--- src/rtl/rom_loader_pkg.sv ---
// Shared types and constants for the ROM-to-memory image loader.
// Latency: none (declarations only).
// Backpressure: not applicable.
package rom_loader_pkg;

    localparam int WORD_BYTES = 4;
    localparam logic [1:0] LAST_LANE = 2'(WORD_BYTES - 1);

    typedef enum logic [1:0] {
        IDLE  = 2'd0,
        FETCH = 2'd1,
        WRITE = 2'd2,
        DONE  = 2'd3
    } state_t;

endpackage

--- src/rtl/byte_packer.sv ---
// Packs ROM bytes into one little-endian word; lanes never written since the last clear stay zero.
// Latency: a captured byte is visible in word on the following cycle.
// Backpressure: none; the owner simply stops asserting capture while the word is held.
module byte_packer
    import rom_loader_pkg::*;
(
    input  logic                      clk,
    input  logic                      rst_n,
    input  logic                      capture,
    input  logic [1:0]                lane,
    input  logic [7:0]                byte_in,
    input  logic                      clear,
    output logic [8*WORD_BYTES-1:0]   word
);

    // Clear wins over capture so a fresh word always starts from all-zero lanes.
    always_ff @(posedge clk or negedge rst_n) begin
        if (!rst_n) begin
            word <= '0;
        end else if (clear) begin
            word <= '0;
        end else if (capture) begin
            word[{lane, 3'b000} +: 8] <= byte_in;
        end
    end

endmodule

--- src/rtl/rom_loader.sv ---
// Streams a byte-wide combinational ROM image into word-wide memory writes at BASE_ADDRESS.
// Latency: one byte per FETCH cycle, one WRITE cycle per word (5 cycles/word with ready high).
// Backpressure: mem_write_ready low holds WRITE with address/data/valid and rom_address frozen.
module rom_loader
    import rom_loader_pkg::*;
#(
    parameter logic [31:0] BASE_ADDRESS = 32'd0
) (
    input  logic        clk,
    input  logic        rst_n,
    input  logic        start,
    output logic [31:0] rom_address,
    input  logic [7:0]  rom_byte,
    input  logic        rom_done,
    output logic [31:0] mem_address,
    output logic [31:0] mem_data,
    output logic        mem_write_valid,
    input  logic        mem_write_ready,
    output logic        busy,
    output logic        load_done
);

    state_t      state;
    state_t      state_nxt;
    logic [29:0] word_index;
    logic        last_word;
    logic [31:0] packed_word;
    logic        handshake;
    logic        pack_clear;

    assign handshake  = (state == WRITE) && mem_write_ready;
    assign pack_clear = ((state == IDLE) && start) || handshake;

    byte_packer u_packer (
        .clk     (clk),
        .rst_n   (rst_n),
        .capture (state == FETCH),
        .lane    (rom_address[1:0]),
        .byte_in (rom_byte),
        .clear   (pack_clear),
        .word    (packed_word)
    );

    // State register.
    always_ff @(posedge clk or negedge rst_n) begin
        if (!rst_n) begin
            state <= IDLE;
        end else begin
            state <= state_nxt;
        end
    end

    // Next-state and outputs; write outputs are gated to zero outside WRITE so reset shows zeros.
    always_comb begin
        state_nxt       = state;
        mem_write_valid = 1'b0;
        mem_address     = 32'd0;
        mem_data        = 32'd0;
        busy            = 1'b0;
        load_done       = 1'b0;
        case (state)
            IDLE: begin
                if (start) begin
                    state_nxt = FETCH;
                end
            end
            FETCH: begin
                busy = 1'b1;
                if ((rom_address[1:0] == LAST_LANE) || rom_done) begin
                    state_nxt = WRITE;
                end
            end
            WRITE: begin
                busy            = 1'b1;
                mem_write_valid = 1'b1;
                mem_address     = BASE_ADDRESS + {word_index, 2'b00};
                mem_data        = packed_word;
                if (mem_write_ready) begin
                    state_nxt = last_word ? DONE : FETCH;
                end
            end
            DONE: begin
                load_done = 1'b1;
            end
            default: begin
                state_nxt = IDLE;
            end
        endcase
    end

    // ROM address walk, word counter and end-of-image flag.
    always_ff @(posedge clk or negedge rst_n) begin
        if (!rst_n) begin
            rom_address <= 32'd0;
            word_index  <= 30'd0;
            last_word   <= 1'b0;
        end else begin
            case (state)
                IDLE: begin
                    if (start) begin
                        rom_address <= 32'd0;
                        word_index  <= 30'd0;
                        last_word   <= 1'b0;
                    end
                end
                FETCH: begin
                    // The last image byte parks the address; the word is still written.
                    if (rom_done) begin
                        last_word <= 1'b1;
                    end else begin
                        rom_address <= rom_address + 32'd1;
                    end
                end
                WRITE: begin
                    if (mem_write_ready && !last_word) begin
                        word_index <= word_index + 30'd1;
                    end
                end
                default: begin
                end
            endcase
        end
    end

endmodule

--- config.mk ---
export PLATFORM = sky130hd
export DESIGN_NAME = rom_loader
export DESIGN_NICKNAME = d
export VERILOG_FILES = /design/src/rtl/rom_loader_pkg.sv /design/src/rtl/byte_packer.sv /design/src/rtl/rom_loader.sv
export SDC_FILE = /design/constraint.sdc
export NUM_CORES = 1
export LEC_CHECK = 0
export CAP_MARGIN = 20
export CORE_UTILIZATION = 51
export CTS_CLUSTER_SIZE = 40
export DETAILED_ROUTE_END_ITERATION = 8
export PLACE_DENSITY_LB_ADDON = 0.15
export REMOVE_ABC_BUFFERS = 1
export SLEW_MARGIN = 20
export SYNTH_ARGS = -nofsm -noshare
export SYNTH_HDL_FRONTEND = slang
export SYNTH_SLANG_ARGS = --single-unit
--- constraint.sdc ---
create_clock -name clk -period 3.2 [get_ports clk]
set_input_delay 0.96 -clock clk [delete_from_list [all_inputs] [get_ports clk]]
set_output_delay 0.96 -clock clk [all_outputs]
set_load 0.01 [all_outputs]
==> results of run 1 <==
-- logic make-up after synthesis --
logic type,share of synthesized area
DFF,0.479
AOI/OAI and AO/OA,0.123
xor gates and xnor gates,0.0674
buffers and inverters,0.0274
other,0.000740
and+or+nand+nor,0.273
adders and majority gates,0.0272
muxes,0.00222
-- final cells by class --
type / count / area [um^2]
clock buffer: 9 / 124
clock inverter: 7 / 61.3
fill: 786 / 3050
inverter: 12 / 48.8
multi-input combinational: 400 / 2520
sequential: 97 / 2430
tap: 133 / 166
timing repair buffer: 132 / 1290
-- layout by cell type (no fill, tap or decap), drive strengths merged, types with 2 or more instances in the layout --
cell type and count:
or2 2, a22o 32, or4 12, nand4 15, and3 9, a21oi 23, and4 4, nand2b 2
o31ai 9, buf 24, nor2 56, clkinvlp 3, or3 8, xor2 23, a21o 2, dfrtp 97
nor2b 2, clkinv 2, clkdlybuf4s50 103, nand3 25, o211ai 2, conb 2, ha 11, inv 14
dlymetal6s2s 5, nand2 42, o21ai 14, and2 59, nor3 9, nor4 8, xnor2 16, clkbuf 9
-- metrics by stage --
stage | setup WS [ns] | area (um^2) | hold WS [ns]
2_1_floorplan | -0.0568 | 4980 | 0.465
4_1_cts | 0.0209 | 6590 | 0.510
3_3_place_gp | 0.0221 | 6410 | 0.481
3_5_place_dp | -0.0514 | 6410 | 0.488
5_1_grt | 0.0215 | 6640 | 0.529
6_report | 0.139 | 6640 | 0.507
-- power by group --
part           internal [uW]  switching (uW)
Clock                    296             472
Combinational            329             562
Sequential              1310            85.5
Total                   1940            1120
-- per-layer routing --
layer / GRT usage / vias up / part of all wire
met5: 0 / - / 0
met4: 0.0713 / 0 / 0.0092
met3: 0.0504 / 9 / 0.052
met2: 0.394 / 106 / 0.48
met1: 0.335 / 2158 / 0.46
li1: - / 2109 / -
-- critical path, delay by kind of cell, from the launching register on --
family | cells | cell delay, ns
adder cells (fa/ha/maj) | 1 | 0.21
buffers and inverters | 3 | 0.89
flip-flops | 1 | 0.45
AND/OR/NAND/NOR | 1 | 0.19
-- synth_stat cells (2+ instances only) --
master	number	area (um^2)
a21o_1	2	15.0
a21oi_1	23	115
a22o_1	32	280
and2_1	59	369
and3_1	9	56.3
and4_1	4	35.0
buf_1	2	7.51
buf_4	2	15.0
clkbuf_1	16	60.1
dfrtp_1	97	2430
ha_1	11	138
inv_1	12	45.0
nand2_1	42	158
nand3_1	24	120
nand4_1	15	93.8
nor2_1	56	210
nor2b_1	2	12.5
nor3_1	9	45.0
nor4_1	7	43.8
o211ai_1	2	15.0
o21ai_0	14	70.1
o31ai_1	9	67.6
or2_2	2	12.5
or3_1	8	50.1
or4_1	11	82.6
xnor2_1	16	140
xor2_1	23	201
-- path summary, 6_finish.rpt --
| path | startpoint | end | slack, ns |
|---|---|---|---|
| worst min-delay path | u_packer.word[29] | u_packer.word[29] | 0.51 |
| worst min register to register | u_packer.word[29] | u_packer.word[29] | 0.51 |
| worst max register to register | state[0] | word_index[26] | 0.42 |
| min in group asynchronous | rst_n | word_index[21] | 0.54 |
| worst max-delay path | state[0] | mem_data[22] | 0.14 |
| max in group asynchronous | rst_n | rom_address[17] | 1.96 |
-- state kept, by name, indices dropped and copies added, names as in the netlist --
signal / flops
last_word: 1
u_packer.word: 32
word_index: 30
state: 2
rom_address: 32
-- what timing repair did --
item	CTS	global route
gates resized for setup	0	11
setup endpoints to repair	0	5
hold buffers	0	0
buffers inserted	0	2
==> flow_summary.ini, run 1 <==
[clocking]
insertion_delay_ns = 0.37
clockBufferDepth = 2
root_buffer = clkbuf_8
numCtsBuffers = 9
clk_pin_slew_ns = 0.09
cts_sinks = 97
htreeDepth = 3
cts_tree = yes

[run_status]
status = finished, final reports clean

[critical_path]
slowest_stage = clkdlybuf4s50_1
worstPathArrival_ns = 2.10
crit_chain = inv_1, ha_2, buf_4, and2_1, clkdlybuf4s50_1
critPathLaunchType = flip-flop
cp.required_ns = 2.24
critical-path-max-stage-delay_ns = 0.54
criticalPathCategory = flip-flop to output port
worstRegToRegCells = 8
end_kind = output port
cp_max_fo = 27

[global_route]
grtUsageTotal = 0.245
grt_max_degree = 61
grt_pass1_wl_um = 20000
grt_pass1_vias = 4204
antenna_found_initial = 0
grt_overflow = 0

[timing]
fin_crit_ns = 3.06
relSlewSlack = 0.423
tns_ns = 0
fin_skew_ns = 0.0188
finalHoldViolations = 0
grt_setup_unrepaired = false
drv_slew = 0
timing.fmax_mhz = 327
tightest_slew_ns = 0.866
finalSetupViolCount = 0
fin_crit_sh = 0.957

[power]
peakVddDrop_uv = 214
power_uw = 3060
leakagePower_uw = 0.00288
p_per_area_nw_per_um2 = 461

[final_layout]
nets = 676
drive_gt1_frac = 0.0807
stdcell_count = 790
area_growth_pct = 31.0
diodes = 0
fin_util = 0.685

[yosys]
seq_area_frac_synth = 0.479
synth_edf_count = 0
syn_area_per_cell_um2 = 9.58
synth_area_um2 = 5070
yosysUniqueCellTypes = 47
ys_ff_latch = 97
async_flop_share = 1.00
synth-main-ff-cell = dfrtp_1
synth_cells = 529
yosysWarnings = 0

[die]
rows = 36
dieArea_um2 = 10300
core_um2 = 9680
die_y_um = 102
die_x_um = 102
floorplan.initialDensity = 0.523
io_pins = 112

[min_path]
whs_path_depth = 1
hold_class = flip-flop to flip-flop

[drt]
dr_total_vias = 4382
first_pass_iters = 6
avgRoutedWirePerCell_um = 15.4
routed_via_density = 5.55
route.detailed.drc = 0
wl_um = 12200
drtIter0Drc = 140
postRouteAntennaNets = 0

[placed_design]
place_inst = 772
place_congestion = 0.804
io_buffers = 109
dp_hpwl_um = 8460

[flow_run]
drv_cap = 0
Note: power is estimated with default switching activity, not from simulation.
==> inputs of run 2 (changes only) <==
==> constraint.sdc (replaced) <==
create_clock -name clk -period 3.2 [get_ports clk]
set_input_delay 0.96 -clock clk [delete_from_list [all_inputs] [get_ports clk]]
set_output_delay 0.96 -clock clk [all_outputs]
set_load 0.02 [all_outputs]
==> run 2 against run 1 <==
Compared with the run above: worst hold slack better by 0.0015 ns; global-route usage barely moved; critical path depth did not move; routed wire length decreased by 0.64%; count of clock-buffer cells in the layout is the same; clock power shrank 0.5%; final cell count fell by 0.25%; sequential cell count unchanged.
==> flow_summary.ini, run 2 (synthesis gave the netlist of run 1 again) <==
[clocking]
root_buffer = clkbuf_8
clk_pin_slew_ns = 0.09
cts_sinks = 97
htreeDepth = 3
cts_tree = yes
numCtsBuffers = 9
holdBufCountCts = 0
clockBufferDepth = 2
insertion_delay_ns = 0.37

[global_route]
busiest_layer = met2
grt_overflow = 0
antenna_found_initial = 0
use_met3 = 0.0504
grt_use_met1 = 0.335
grt_pass1_wl_um = 20000
grt_pass1_vias = 4204
grtUsageTotal = 0.245
gr-usage-met2 = 0.394
grt_max_degree = 61

[critical_path]
crit_chain = inv_1, ha_1, buf_4, and2_1, clkdlybuf4s50_1
criticalPathCategory = flip-flop to output port
worstPathArrival_ns = 2.17
critPathBufInv = 3
end_kind = output port
slowest_stage = clkdlybuf4s50_1
critical-path-max-stage-delay_ns = 0.61
cp_max_fo = 27
cp.required_ns = 2.24
critPathTopFamily = buffers and inverters
critPathLaunchType = flip-flop

[final_layout]
diodes = 0
fin_util = 0.681
drive_gt1_frac = 0.0702
final_common_cell = clkdlybuf4s50_1
nets = 674
stdcell_count = 788
reg_top3 = rom_address: 32 flops, u_packer.word: 32 flops, word_index: 30 flops
area_growth_pct = 30.2
layout_common_cells = clkdlybuf4s50_1 (103), dfrtp_1 (97), and2_1 (59), nor2_1 (56), nand2_1 (42)
fillers = 789
final_area_um2 = 6600

[drt]
avgRoutedWirePerCell_um = 15.4
routed_via_density = 5.60
wl_um = 12100
first_pass_iters = 4
drtIter0Drc = 152
dr_total_vias = 4410
route.detailed.drc = 0
postRouteAntennaNets = 0

[min_path]
hold_class = flip-flop to flip-flop

[timing]
layout_setup_ws_ns = 0.0710
grt_setup_unrepaired = true
fin_crit_ns = 3.13
tightest_slew_ns = 0.918
finalSetupViolCount = 0
finalHoldViolations = 0
fin_skew_ns = 0.0141
timing.fmax_mhz = 320
relSlewSlack = 0.388
drv_slew = 0
fin_crit_sh = 0.978

[run_status]
status = finished, final reports clean

[die]
die_x_um = 102
io_pins = 112
core_um2 = 9680
die_y_um = 102
floorplan.initialDensity = 0.523
dieArea_um2 = 10300
rows = 36

[power]
clkPwrFrac = 0.249
p_per_area_nw_per_um2 = 466
p_int_uw = 1930
leakagePower_uw = 0.00285
comb_power_share = 0.296
switching_share = 0.373
peakVddDrop_uv = 216
switching_power_uw = 1150
seqPwrFrac = 0.455

[flow_run]
drv_cap = 0

[placed_design]
place_congestion = 0.804
dpl_cell_area_um2 = 6410
io_buffers = 109
dp_slack_ns = -0.0514
dp_hpwl_um = 8460
place_inst = 772
==> run 2: area by class of cell <==
type | instances | area (um^2) | share of cell area
Multi-Input combinational cell | 400 | 2510 | 0.381
Sequential cell | 97 | 2430 | 0.368
Timing Repair Buffer | 130 | 1260 | 0.192
Tap cell | 133 | 166 | 0.0252
Clock buffer | 9 | 124 | 0.0188
Clock inverter | 7 | 61.3 | 0.00929
Inverter | 12 | 45.0 | 0.00683
==> run 2: repair_timing <==
action | in CTS | in global routing
setup buffers | 0 | 0
resized for setup | 2 | 3
endpoints found under the setup margin | 2 | 48
cloned | 0 | 0
==> run 2: final timing paths <==
kind	slack, ns	endpoint	depth (start not counted)	start
max	0.07	mem_data[22]	5	state[0]
min in group asynchronous	0.55	word_index[18]	1	rst_n
max reg2reg	0.41	word_index[24]	8	state[0]
min reg2reg	0.51	u_packer.word[29]	1	u_packer.word[29]
max in group asynchronous	1.97	rom_address[17]	2	rst_n
min	0.51	u_packer.word[29]	1	u_packer.word[29]
==> run 2: per-stage QoR <==
| step | hold slack (ns) | setup TNS (ns) | total power [uW] |
|---|---|---|---|
| finish | 0.508 | 0 | 3070 |
| global route | 0.529 | -1.59 | 3250 |
| floorplan | 0.465 | -0.683 | 1950 |
| detailed placement | 0.488 | -0.213 | 2330 |
| global placement | 0.481 | 0 | 2300 |
| CTS | 0.510 | 0 | 3090 |
==> run 2: per-layer routing <==
metal,share of wire,up-vias,routed length (um)
met5,0,-,0
met4,0.011,0,128
met3,0.059,13,712
met2,0.49,123,5910
met1,0.44,2169,5350
li1,-,2105,-
==> run 2: power by group through the flow <==
| stage | clock network [uW] | logic (uW) | registers (uW) |
|---|---|---|---|
| after detailed placement | 0 | 907 | 1420 |
| after CTS | 785 | 911 | 1400 |
| final | 765 | 909 | 1400 |
| after global routing | 831 | 1010 | 1410 |
| after floorplan | 0 | 533 | 1420 |
| after global placement | 0 | 887 | 1410 |
